<file path="src/rtl/riscv_pkg.sv">
// Shared integer-core constants and the register dump sequencer state encoding.
package riscv_pkg;

  localparam int XLEN   = 32;
  localparam int REG_AW = 5;
  localparam int NREGS  = 32;

  typedef enum logic [1:0] {
    IDLE,
    READ,
    SEND,
    DONE
  } dump_state_t;

endpackage

</file>
<file path="src/rtl/regfile_dump_unit.sv">
// Walks register addresses FIRST_REG..NREGS-1 on a start pulse and streams each
// {address, value} pair out over a valid/ready handshake.
module regfile_dump_unit #(
  parameter int XLEN      = riscv_pkg::XLEN,
  parameter int NREGS     = riscv_pkg::NREGS,
  parameter int AW        = riscv_pkg::REG_AW,
  parameter int FIRST_REG = 0
) (
  input  logic            clk,
  input  logic            reset,
  input  logic            start,
  output logic            busy,
  output logic            done,
  output logic [AW-1:0]   rf_ra,
  input  logic [XLEN-1:0] rf_rd,
  output logic            out_valid,
  input  logic            out_ready,
  output logic [AW-1:0]   out_addr,
  output logic [XLEN-1:0] out_data
);

  import riscv_pkg::*;

  dump_state_t     state_reg, state_next;
  logic [AW-1:0]   idx_reg, idx_next;
  logic [AW-1:0]   addr_reg, addr_next;
  logic [XLEN-1:0] data_reg, data_next;

  always_ff @(posedge clk) begin
    if (reset) begin
      state_reg <= IDLE;
      idx_reg   <= '0;
      addr_reg  <= '0;
      data_reg  <= '0;
    end else begin
      state_reg <= state_next;
      idx_reg   <= idx_next;
      addr_reg  <= addr_next;
      data_reg  <= data_next;
    end
  end

  always_comb begin
    state_next = state_reg;
    idx_next   = idx_reg;
    addr_next  = addr_reg;
    data_next  = data_reg;
    busy       = 1'b1;
    done       = 1'b0;
    out_valid  = 1'b0;
    case (state_reg)
      IDLE: begin
        busy = 1'b0;
        if (start) begin
          idx_next   = AW'(FIRST_REG);
          state_next = READ;
        end
      end
      READ: begin
        // Snapshot taken here; later register writes do not alter the held word.
        addr_next  = idx_reg;
        data_next  = rf_rd;
        state_next = SEND;
      end
      SEND: begin
        out_valid = 1'b1;
        if (out_ready) begin
          // Termination is tested before the increment, so idx never wraps.
          if (idx_reg == AW'(NREGS - 1)) begin
            state_next = DONE;
          end else begin
            idx_next   = idx_reg + AW'(1);
            state_next = READ;
          end
        end
      end
      DONE: begin
        done       = 1'b1;
        state_next = IDLE;
      end
      default: state_next = IDLE;
    endcase
  end

  assign rf_ra    = idx_reg;
  assign out_addr = addr_reg;
  assign out_data = data_reg;

endmodule
</file>
<file path="config.mk">
export PLATFORM = sky130hd
export DESIGN_NAME = regfile_dump_unit
export DESIGN_NICKNAME = d
export VERILOG_FILES = /design/src/rtl/riscv_pkg.sv /design/src/rtl/regfile_dump_unit.sv
export SDC_FILE = /design/constraint.sdc
export NUM_CORES = 1
export LEC_CHECK = 0
export CAP_MARGIN = 15
export CORE_ASPECT_RATIO = 0.9
export CORE_MARGIN = 5
export CORE_UTILIZATION = 36
export DETAILED_ROUTE_END_ITERATION = 16
export PLACE_DENSITY = 0.76
export SKIP_LAST_GASP = 1
export SYNTH_ARGS = -nofsm -noshare
export SYNTH_HDL_FRONTEND = slang
export SYNTH_SLANG_ARGS = --single-unit
</file>
<file path="constraint.sdc">
create_clock -name clk -period 1.6 [get_ports clk]
set_input_delay 0.32 -clock clk [delete_from_list [all_inputs] [get_ports clk]]
set_output_delay 0.32 -clock clk [all_outputs]
set_load 0.01 [all_outputs]
</file>
==> results of run 1 <==
[synth_stat cells]
library cell / n
sky130_fd_sc_hd__nand2_1: 76
sky130_fd_sc_hd__dfxtp_1: 44
sky130_fd_sc_hd__a21oi_1: 41
sky130_fd_sc_hd__clkbuf_1: 6
sky130_fd_sc_hd__buf_4: 5
sky130_fd_sc_hd__buf_2: 3
sky130_fd_sc_hd__nand3_1: 3
sky130_fd_sc_hd__ha_1: 2
sky130_fd_sc_hd__nand4b_1: 2
sky130_fd_sc_hd__nor2b_1: 2
sky130_fd_sc_hd__a211oi_1: 1
sky130_fd_sc_hd__a311oi_1: 1
sky130_fd_sc_hd__a311oi_2: 1
sky130_fd_sc_hd__a41oi_2: 1
sky130_fd_sc_hd__and2_1: 1
sky130_fd_sc_hd__and3_1: 1
sky130_fd_sc_hd__and4bb_4: 1
sky130_fd_sc_hd__buf_6: 1
sky130_fd_sc_hd__inv_1: 1
sky130_fd_sc_hd__mux2i_1: 1
sky130_fd_sc_hd__nand2b_1: 1
sky130_fd_sc_hd__nand4bb_1: 1
sky130_fd_sc_hd__nor2_1: 1
sky130_fd_sc_hd__nor3_1: 1
sky130_fd_sc_hd__o21ai_0: 1
sky130_fd_sc_hd__or2_2: 1
sky130_fd_sc_hd__or2b_1: 1
sky130_fd_sc_hd__or3b_1: 1
[path summary, 6_finish.rpt]
path	start	end	slack [ns]	cells after the start
worst max-delay path	rf_ra[0]	rf_ra[3]	0.03	6
worst min-delay path	out_addr[1]	out_addr[1]	0.45	2
worst max register to register	rf_ra[0]	rf_ra[3]	0.03	6
worst min register to register	out_addr[1]	out_addr[1]	0.45	2
[cell families (layout without fill, tap and decap cells)]
| family | after synthesis | count (layout) | share of synthesized area (%) |
|---|---|---|---|
| AOI/OAI and AO/OA | 46 | 46 | 15.42 |
| muxes | 1 | 1 | 0.5988 |
| buffers and inverters | 16 | 100 | 5.389 |
| and+or+nand+nor | 93 | 93 | 24.40 |
| DFF | 44 | 44 | 52.69 |
| adders and majority gates | 2 | 2 | 1.497 |
[critical path, cell delays in order (launching register included)]
cell and delay, ns:
sky130_fd_sc_hd__dfxtp_4 0.36, sky130_fd_sc_hd__ha_4 0.15, sky130_fd_sc_hd__and3_4 0.17, sky130_fd_sc_hd__ha_2 0.17
sky130_fd_sc_hd__and4bb_4 0.35, sky130_fd_sc_hd__a41oi_2 0.11, sky130_fd_sc_hd__a311oi_2 0.18
[repair_timing]
item / 4_1_cts / 5_1_grt
gates resized for setup: 11 / 4
pin swaps: 3 / 3
setup endpoints to repair: 8 / 8
cloned: 0 / 0
[cell type report]
cell class              count  area, um2  area share, %
repair buffers             91      910.9          33.55
clock inverters             1      5.005         0.1843
multi-input cells         142      725.7          26.73
inverters                   1      3.754         0.1382
flip-flops and latches     44      894.6          32.95
well taps                  62      77.57          2.857
clock buffers               7      97.59          3.594
[per-layer routing]
layer | share of wire (%) | vias up
met1 | 43 | 720
met3 | 8.1 | 7
met2 | 48 | 59
li1 | - | 835
met5 | 0 | -
met4 | 1.5 | 0
[report_power, final]
group          internal [mW]  leakage [nW]  total [mW]  switching [mW]
combinational          0.220         0.564       0.382           0.162
sequential              1.14         0.362        1.17          0.0265
clock                  0.400        0.0534       0.761           0.361
total                   1.76         0.979        2.31           0.549
[metrics by stage]
stage | instance area [um2] | setup slack, ns | std cells
floorplan | 1689 | 0.02717 | 202
global placement | 2599 | 0.01807 | 340
detailed placement | 2599 | -0.008081 | 340
CTS | 2706 | -0.01370 | 348
global route | 2715 | -0.03312 | 348
finish | 2715 | 0.03209 | 348
==> parameters.txt, run 1 <==
Parameter                              Value

Power and ir drop
  Leak Pwr ... 0.9795 nW
  Power density of the placed cells ... 850.7 nW/um2
  Total power draw ... 2.310 mW
  Worst vdd ir ... 0.0005201 V

Die
  Core area ... 4489 um2
  Starting density of the core ... 37.24%
  Number of I/O pins ... 81
  FP Rows ... 23
  Die Area ... 6108 um2
  Die Y-Extent ... 74.65 um
  Horizontal die dimension ... 81.83 um

Synthesis
  Synth Register Bits ... 44
  Portion of synthesized cell area occupied by the leading cell type ... 52.69%
  Post-synthesis instance area ... 1672 um2
  Leading area contributor after synthesis ... sky130_fd_sc_hd__dfxtp_1
  Post-synthesis average cell area ... 8.275 um2
  Nets in the synthesized netlist ... 240
  Yosys synthesis warning count ... 0
  Cell count after synthesis ... 202
  Post-synthesis cell type count ... 28
  Sequential share of the synthesized area ... 52.69%
  Main area contributors after synthesis ... sky130_fd_sc_hd__dfxtp_1 53%, sky130_fd_sc_hd__nand2_1 17%, sky130_fd_sc_hd__a21oi_1 12%

Final layout
  Core Util, Final ... 60.48%
  Flip-flop count of the largest register after layout ... 32
  Most common library cell in the layout ignoring fill and taps ... sky130_fd_sc_hd__nand2_1
  Total Nets Final ... 323
  N_diodes ... 0
  Fill cell instance count of the final layout ... 430
  Top library cells by usage in the layout, fill and taps aside ... 76 x sky130_fd_sc_hd__nand2_1, 74 x sky130_fd_sc_hd__clkdlybuf4s50_1, 41 x sky130_fd_sc_hd__a21oi_1, 37 x sky130_fd_sc_hd__dfxtp_1, 8 x sky130_fd_sc_hd__buf_4
  Share of post-route cells with drive strength above 1 ... 12.24%
  Area overhead of the layout relative to synthesis ... 62.42%

Global routing
  Antenna violations before repair ... 0
  GRT met2 Usage ... 25.29%
  Global-route wire length before repair ... 6741 um
  Via count of the first global-routing pass ... 1,550
  Congestion Overflow GR ... 0
  Met3 GRT Util ... 4.665%
  Met1 Resource Use GR ... 15.90%
  GRT busiest layer ... met2
  All-Layer GR Usage ... 14.35%
  Largest net degree at the start of global routing ... 28

Setup path
  Critical path class ... flip-flop to flip-flop
  Type of destination of the critical path ... flip-flop
  Startpoint type of the worst setup path ... flip-flop
  Required @ worst endpoint ... 1.81 ns
  Arr. time, crit path ... 1.78 ns
  Maximum fanout along the worst path ... 5

Clock network
  Sink count of the clock tree ... 44
  Buffer cell driving the clock tree root ... sky130_fd_sc_hd__clkbuf_8
  CTS Buf Count ... 5
  Clock tree from TritonCTS ... done
  Worst-path clk slew ... 0.08 ns
  Number of buffers added for setup after CTS ... 0
  Number of H-tree branching levels ... 2
  Maximum number of buffers from clock root to sink ... 2
  Clock network latency to the later pin of the worst-skew pair ... 0.29 ns
  CTS Hold Buffers Added ... 0

Timing
  Measured slew at the worst slew-check pin ... 0.4710 ns
  Hold Worst Slack ... 0.4533 ns
  Final worst path period share ... 97.99%
  Accumulated negative setup slack ... 0 ns
  Worst rel slew slack ... 68.60%
  Fin crit period ... 1.568 ns
  Maximum achievable frequency ... 0.6378 GHz
  Final count of pins violating max slew ... 0
  Final Hold Viols ... 0
  Final setup violation count ... 0
  RSZ-0062 raised after global routing ... yes
  Setup Skew ... 0.003494 ns

Run
  Max-cap violations ... 0

Placement
  Final weighted congestion in routability-driven placement ... 0.7900
  Total of buffers placed on input and output ports ... 80
  Detailed placer's ending HPWL ... 3127 um

Drt
  Vias after detailed routing ... 1,621
  Routed WL ... 4381 um
  Wire per inst ... 12.59 um
  Vias per cell ... 4.658
  Detailed Route Iter0 Violations ... 87
  Initial DRT Pass Iterations ... 4
  DRC violations left ... 0
  Remaining antenna violation count ... 0

Worst hold path
  Class of the worst hold path ... flip-flop to flip-flop

Run status
  Status ... complete, no violations
No activity file was read; power rests on OpenSTA's default activity.
==> inputs of run 2 (changes only) <==
--- a/config.mk
+++ b/config.mk
@@ -5,10 +5,10 @@
 export SDC_FILE = /design/constraint.sdc
 export NUM_CORES = 1
 export LEC_CHECK = 0
-export CAP_MARGIN = 15
 export CORE_ASPECT_RATIO = 0.9
 export CORE_MARGIN = 5
 export CORE_UTILIZATION = 36
+export CTS_CLUSTER_DIAMETER = 40
 export DETAILED_ROUTE_END_ITERATION = 16
 export PLACE_DENSITY = 0.76
 export SKIP_LAST_GASP = 1
==> results of run 2 <==
No change in the layout: final DEF, timing and power equal those of run 1.
==> inputs of run 3 (changes only) <==
--- a/config.mk
+++ b/config.mk
@@ -9,6 +9,7 @@
 export CORE_MARGIN = 5
 export CORE_UTILIZATION = 36
 export CTS_CLUSTER_DIAMETER = 40
+export CTS_CLUSTER_SIZE = 25
 export DETAILED_ROUTE_END_ITERATION = 16
 export PLACE_DENSITY = 0.76
 export SKIP_LAST_GASP = 1
==> results of run 3 <==
No change in the layout: final DEF, timing and power equal those of run 1.
